## config.mk

```make
export PLATFORM = sky130hd
export DESIGN_NAME = btm_acc
export DESIGN_NICKNAME = d
export VERILOG_FILES = /design/src/rtl/btm_acc.sv
export SDC_FILE = /design/constraint.sdc
export NUM_CORES = 1
export LEC_CHECK = 0
export BUFFER_PORTS_ARGS = -buffer_cell sky130_fd_sc_hd__buf_2
export CAP_MARGIN = 10
export CELL_PAD_IN_SITES_DETAIL_PLACEMENT = 2
export CELL_PAD_IN_SITES_GLOBAL_PLACEMENT = 2
export CORE_MARGIN = 2
export CORE_UTILIZATION = 34
export DETAILED_ROUTE_END_ITERATION = 10
export PLACE_DENSITY = 0.89
export SLEW_MARGIN = 20
export SYNTH_ARGS = -nofsm -noshare
export SYNTH_HDL_FRONTEND = slang
export SYNTH_SLANG_ARGS = --single-unit
```

## constraint.sdc

```tcl
create_clock -name i_clk -period 4.25 [get_ports i_clk]
set_input_delay 0.425 -clock i_clk [delete_from_list [all_inputs] [get_ports i_clk]]
set_output_delay 0.425 -clock i_clk [all_outputs]
set_load 0.01 [all_outputs]
```

## src/rtl/btm_acc.sv

```systemverilog
// Purpose: sums a frame of signed btm products (NACC beats, or fewer when i_last ends it early) into one dot-product result.
// Latency: o_valid rises 1 cycle after the final beat is accepted; there is one input bubble per frame.
// Backpressure: o_ready stays low while a result waits; the result holds until o_valid & i_ready.
// Build option: define BTM_ACC_SAT_EN to clip on overflow; left undefined, the sum wraps modulo 2^DACC.
module btm_acc #(
   parameter int DI   = 19,
   parameter int NACC = 8,
   parameter int CW   = 4,
   parameter int DACC = 22
) (
   input  logic            i_clk,
   input  logic            i_rst,
   input  logic [DI-1:0]   i_din,
   input  logic            i_valid,
   input  logic            i_last,
   output logic            o_ready,
   output logic [DACC-1:0] o_dout,
   output logic            o_valid,
   input  logic            i_ready,
   output logic            o_ovf
);

   localparam logic [1:0] S_IDLE = 2'd0;
   localparam logic [1:0] S_ACC  = 2'd1;
   localparam logic [1:0] S_FULL = 2'd2;

   localparam logic [DACC-1:0] SUM_MAX = {1'b0, {(DACC-1){1'b1}}};
   localparam logic [DACC-1:0] SUM_MIN = {1'b1, {(DACC-1){1'b0}}};

   logic [1:0]      state;
   logic [DACC-1:0] acc;
   logic [CW-1:0]   cnt;

   logic [DACC-1:0] din_ext;
   logic [DACC-1:0] base;
   logic [DACC-1:0] sum;
   logic [DACC-1:0] nxt;
   logic            add_ovf;
   logic            accept;
   logic            xfer;
   logic            final_beat;

   assign accept     = i_valid & o_ready;
   assign xfer       = o_valid & i_ready;
   assign final_beat = i_last | (cnt == CW'(NACC - 1));
   assign din_ext    = DACC'($signed(i_din));

   // The first beat of a frame starts from zero, so stale accumulator contents cannot leak into a new frame.
   always_comb begin
      base    = (cnt == '0) ? '0 : acc;
      sum     = base + din_ext;
      add_ovf = (base[DACC-1] == din_ext[DACC-1]) && (sum[DACC-1] != base[DACC-1]);
`ifdef BTM_ACC_SAT_EN
      if (add_ovf) begin
         nxt = base[DACC-1] ? SUM_MIN : SUM_MAX;
      end else begin
         nxt = sum;
      end
`else
      nxt = sum;
`endif
   end

   // Frame FSM, the registered output handshake and the sticky overflow flag.
   always_ff @(posedge i_clk or posedge i_rst) begin
      if (i_rst) begin
         state   <= S_IDLE;
         acc     <= '0;
         cnt     <= '0;
         o_dout  <= '0;
         o_valid <= 1'b0;
         o_ready <= 1'b1;
         o_ovf   <= 1'b0;
      end else begin
         case (state)
            S_IDLE, S_ACC: begin
               if (accept) begin
                  if (final_beat) begin
                     o_dout  <= nxt;
                     o_valid <= 1'b1;
                     o_ready <= 1'b0;
                     acc     <= '0;
                     cnt     <= '0;
                     state   <= S_FULL;
                  end else begin
                     acc   <= nxt;
                     cnt   <= cnt + CW'(1);
                     state <= S_ACC;
                  end
               end
            end
            S_FULL: begin
               if (xfer) begin
                  o_valid <= 1'b0;
                  o_ready <= 1'b1;
                  acc     <= '0;
                  cnt     <= '0;
                  state   <= S_IDLE;
               end
            end
            default: begin
               state <= S_IDLE;
            end
         endcase
         if (accept && add_ovf) begin
            o_ovf <= 1'b1;
         end
      end
   end

endmodule
```

==> flow_summary.toml, run 1 <==
[run_status]
status = "finished, final reports clean"

[sta]
fin_setup_tns_ns = 0
rsz0062_at_grt = "false"
final.min_clock_period_ns = 3.84
worst_pin_slew_ns = 0.845
fin_crit_sh_pct = 90.3
finalMaxSlewViolations = 0
finalWorstSetupSlack_ns = 0.410
final-hold-violation-count = 0
clock_skew_ns = 0.00638
max_slew_margin_pct = 43.7
fmax_mhz = 260
setup_viol = 0

[final_layout]
area_growth_pct = 15.2
antenna-diode-count = 0
drive_gt1_share_pct = 17.0
nets = 453
n_fill_cell = 1041

[critical_path]
critPathMaxFanout = 24
r2r_start = "cnt[0]"
slowest_delay_ns = 0.58
cp-end-kind = "register"
critPathBufInv = 2
critPathSlowestCell = "nand2_1"
critPathLaunchType = "register"
required_ns = 4.42
path_cells = "inv_1 > ha_1 > nand2_1 > and2_1 > ha_1 > inv_1 > fa_1 > nor2b_1 > o211ai_1 > a21boi_1 > o31ai_1 > o41ai_1 > xnor2_1 > o21ai_0"
r2r-end = "acc[16]"
crit_arrival_ns = 4.01
reg2reg_slack_ns = 0.41
critPathKind = "register to register"
ff2ff_path_depth = 14
critical_path.top_delay_family = "compound AO/OA/AOI/OAI gates"

[routing]
first_pass_iters = 4
finalWirelength_um = 9540
vias_per_cell = 5.39
dr.first_iter.drc_count = 112
vias = 2785
avgRoutedWirePerCell_um = 18.5
ant_nets = 0
drc = 0

[synth]
netlist_instances = 359
yosysSeqAreaShare_pct = 42.1
synth_flop_cell = "dfrtp_1"
synth_nets = 407
synth-edff-count = 0
synthArstFlopShare_pct = 100
yosys.cell_count.top_type = "nand2_1"
yosys-top-cells-count = "69 x nand2_1, 55 x o21ai_0, 52 x dfrtp_1"
synth.largest_area_cell = "dfrtp_1"
syn_area_mm2 = 0.00316
ys_types = 43
syn_area_per_cell_um2 = 8.79
yosys_warnings = 0
yosys_register_bits = 53
synth_top_area_share_pct = 41.2
yosys-top-cells-area = "dfrtp_1 41%, ha_1 9.1%, o21ai_0 8.7%"

[clock_network]
htreeDepth = 2
cts.sinks = 53
cts_tree = "built"
cts_setup_buffers = 0
cts.repair.resized = 0
clockBufferDepth = 2
holdBufCountCts = 0
numCtsBuffers = 5
clkLatencyLatePin_ns = 0.31
root_buffer = "clkbuf_8"
path_clk_slew_ns = 0.10

[power]
p_leak_nw = 1.76
power.density_mw_per_mm2 = 261
vdd_drop_max_mv = 0.126
p_total_uw = 948

[global_route]
grt_overflow = 0
grt_first_pass_wirelength_um = 16000
grt_max_degree = 54
grt_pass1_vias = 3165
grt.total_usage_pct = 20.1
antenna_found_initial = 0

[place]
dp_hpwl_um = 6800
gp_congestion = 0.806
place_ws_ns = 0.471
portBuffers = 48

[floorplan]
die_w_um = 100
coreArea_mm2 = 0.00911
die_h_um = 100
ios = 49
start_util_pct = 34.7
placementRows = 35
fp.dieArea_mm2 = 0.0101

[min_path]
hold_class = "input pin to asynchronous set/reset pin"

[run]
maxCapViolations = 0
[flip-flops by register name, summed over array words and instances, names as in the netlist]
register / cells
o_valid: 1
state: 2
cnt: 4
o_ovf: 1
o_ready: 1
o_dout: 22
acc: 22
[worst register-to-register path, cell delays in order (launching register included)]
cell,delay (ns)
dfrtp_1,0.42
inv_1,0.06
ha_1,0.20
nand2_1,0.58
and2_1,0.24
ha_1,0.17
inv_1,0.06
fa_1,0.41
nor2b_1,0.21
o211ai_1,0.15
a21boi_1,0.28
o31ai_1,0.19
o41ai_1,0.45
xnor2_1,0.18
o21ai_0,0.09
[cell type report]
| type | instances | area [µm²] | share of cell area (%) |
|---|---|---|---|
| multi-input combinational | 284 | 1750 | 48.1 |
| clock inverter | 1 | 30.0 | 0.826 |
| tap | 111 | 139 | 3.82 |
| sequential | 53 | 1330 | 36.5 |
| inverter | 9 | 33.8 | 0.929 |
| clock buffer | 7 | 86.3 | 2.37 |
| timing repair buffer | 52 | 270 | 7.43 |
[kinds of logic after synthesis]
group,count (synthesis),synth area share (%)
muxes,2,0.674
adders and majority gates,24,9.75
buffers and inverters,22,2.62
AOI/OAI and AO/OA,115,21.4
DFF,53,42.1
xor gates and xnor gates,19,5.27
and+or+nand+nor,124,18.3
[per-stage QoR]
step	cells	hold slack, ns	util (%)	instance area [µm²]
2_1_floorplan	359	0.440	-	3160
3_3_place_gp	509	0.455	38.7	3520
3_5_place_dp	509	0.466	38.7	3520
4_1_cts	517	0.293	39.9	3640
5_1_grt	517	0.300	39.9	3640
6_report	517	0.297	39.9	3640
[cell usage in the layout (no fill, tap or decap), types with 4 or more instances in the layout]
cell type / count
o21a_1: 5
clkbuf_8: 6
xnor2_1: 10
a31oi_1: 4
nor2_1: 11
dfrtp_1: 52
a21oi_1: 23
ha_1: 23
and2_1: 20
o31ai_1: 5
nor3_1: 4
o21ai_0: 55
buf_4: 4
xor2_1: 9
buf_2: 48
nand3_1: 4
nand2_1: 69
inv_1: 8
[worst max-delay path by stage]
stage / start / end / depth (start not counted)
after CTS: cnt[0] / acc[16] / 14
final: cnt[0] / acc[16] / 14
after global routing: cnt[0] / acc[16] / 14
after global placement: cnt[0] / acc[20] / 14
after detailed placement: cnt[0] / acc[16] / 14
after floorplan: cnt[0] / o_dout[20] / 15
[layer usage]
layer / vias up / track usage, % / wire [µm] / share of wire [%]
li1: 1340 / - / - / -
met1: 1391 / 24.6 / 4270 / 45
met2: 40 / 37.1 / 4910 / 51
met3: 14 / 2.86 / 232 / 2.4
met4: 0 / 5.06 / 133 / 1.4
met5: - / 0 / 0 / 0
[power breakdown]
part           switching, mW  total (mW)  leakage [nW]  internal [mW]
combinational         0.0466      0.0715         0.965         0.0249
sequential                 0       0.504         0.737          0.504
clock                  0.180       0.373        0.0585          0.193
No activity file was read; power rests on OpenSTA's default activity.
==> run 2, diff against run 1 <==
--- a/config.mk
+++ b/config.mk
@@ -10,9 +10,10 @@
 export CELL_PAD_IN_SITES_DETAIL_PLACEMENT = 2
 export CELL_PAD_IN_SITES_GLOBAL_PLACEMENT = 2
 export CORE_MARGIN = 2
-export CORE_UTILIZATION = 34
+export CORE_UTILIZATION = 36
+export CTS_BUF_LIST = sky130_fd_sc_hd__clkbuf_4 sky130_fd_sc_hd__clkbuf_8
 export DETAILED_ROUTE_END_ITERATION = 10
-export PLACE_DENSITY = 0.89
+export PLACE_DENSITY = 0.93
 export SLEW_MARGIN = 20
 export SYNTH_ARGS = -nofsm -noshare
 export SYNTH_HDL_FRONTEND = slang
==> flow_summary.toml, run 2 (synthesis gave the netlist of run 1 again) <==
[run_status]
status = "finished, final reports clean"

[sta]
max_slew_margin_pct = 40.5
fin_crit_sh_pct = 85.9
worst_pin_slew_ns = 0.893
fmax_mhz = 274
finalMaxSlewViolations = 0
final.min_clock_period_ns = 3.65
final-hold-violation-count = 0
rsz0062_at_grt = "false"
setup_viol = 0
fin_setup_tns_ns = 0
clock_skew_ns = 0.00525

[floorplan]
fp.dieArea_mm2 = 0.00953
coreArea_mm2 = 0.00859
ios = 49
placementRows = 34
die_h_um = 97.6
start_util_pct = 36.7
die_w_um = 97.6

[final_layout]
drive_gt1_share_pct = 17.4
nets = 454
layout_common_cells = "69 x nand2_1, 55 x o21ai_0, 52 x dfrtp_1"
final_common_cell = "nand2_1"
reg_top3 = "acc x22, o_dout x22, cnt x4"
area_growth_pct = 14.4
antenna-diode-count = 0

[critical_path]
critPathMaxFanout = 13
ff2ff_path_depth = 14
cp-end-kind = "register"
critPathLaunchType = "register"
critPathKind = "register to register"
crit_arrival_ns = 3.80
required_ns = 4.40
reg2reg_slack_ns = 0.60
r2r_start = "cnt[0]"
r2r-end = "acc[16]"

[power]
p_total_uw = 882
power.density_mw_per_mm2 = 244
vdd_drop_max_mv = 0.112
p_leak_nw = 1.76

[clock_network]
holdBufCountCts = 0
cts.sinks = 53
root_buffer = "clkbuf_8"
path_clk_slew_ns = 0.10
cts.repair.resized = 0
clkLatencyLatePin_ns = 0.32
cts_setup_buffers = 0
clockBufferDepth = 2
htreeDepth = 2
numCtsBuffers = 5
cts_tree = "built"

[min_path]
hp-start = "i_last"
min_to = "cnt[2]"
whs_path_depth = 2
hold_class = "input pin to register"

[place]
portBuffers = 48
dp_hpwl_um = 7410
gp_congestion = 0.787

[global_route]
grt_max_degree = 54
grt_pass1_vias = 3375
antenna_found_initial = 0
grt.total_usage_pct = 23.3
grt_first_pass_wirelength_um = 17900
grt_overflow = 0

[routing]
ant_nets = 0
avgRoutedWirePerCell_um = 20.8
finalWirelength_um = 10700
dr.first_iter.drc_count = 127
vias = 2951
drc = 0
vias_per_cell = 5.73
first_pass_iters = 4

[run]
maxCapViolations = 0
## run 2: routing by layer
| metal | part of all wire [%] | global-route usage, % | wire [µm] |
|---|---|---|---|
| met4 | 1.2 | 5.66 | 131 |
| met2 | 54 | 43.1 | 5840 |
| met5 | 0 | 0 | 0 |
| met3 | 2.8 | 3.17 | 305 |
| met1 | 41 | 28.4 | 4450 |
## run 2: where the power goes
group | switching (mW) | leakage [nW] | internal, mW
Combinational | 0.0495 | 0.970 | 0.0251
Clock | 0.182 | 0.0484 | 0.121
Sequential | 0 | 0.737 | 0.504
Total | 0.231 | 1.76 | 0.650
## run 2: worst max-delay path by stage
stage | from | to | slack [ns] | cells after the start
5_1_grt | cnt[0] | acc[16] | 0.27 | 14
2_1_floorplan | cnt[0] | o_dout[20] | 1.22 | 15
3_5_place_dp | cnt[0] | acc[16] | 0.76 | 14
3_3_place_gp | cnt[0] | acc[19] | 1.09 | 12
4_1_cts | cnt[0] | acc[16] | 0.68 | 14
6_report | cnt[0] | acc[16] | 0.60 | 14
## run 2: worst max-delay path, stage by stage, from the launching register on
cell and delay, ns:
dfrtp_1 0.43, inv_1 0.07, ha_1 0.19, nand2_1 0.32
and2_1 0.19, ha_1 0.17, inv_1 0.06, fa_1 0.42
nor2b_1 0.19, o211ai_1 0.13, a21boi_1 0.27, o31ai_1 0.19
o41ai_1 0.48, xnor2_1 0.22, o21ai_0 0.14
## run 2: through the flow
step                      utilization [%]  hold slack, ns  setup WS, ns  instance area (µm²)  instances
after CTS                            42.0           0.292         0.676                 3610        515
after global routing                 42.0           0.311         0.269                 3610        515
final                                42.0           0.294         0.600                 3610        515
after floorplan                         -           0.440          1.22                 3160        359
after global placement               41.0           0.456          1.09                 3520        507
after detailed placement             41.0           0.467         0.758                 3520        507
## run 2: area by class of cell
type	instances	area (µm²)
Tap cell	108	135
Inverter	9	33.8
Timing Repair Buffer	53	278
Multi-Input combinational cell	284	1750
Sequential cell	53	1330
Fill cell	989	4980
Clock buffer	6	76.3
Clock inverter	2	10.0
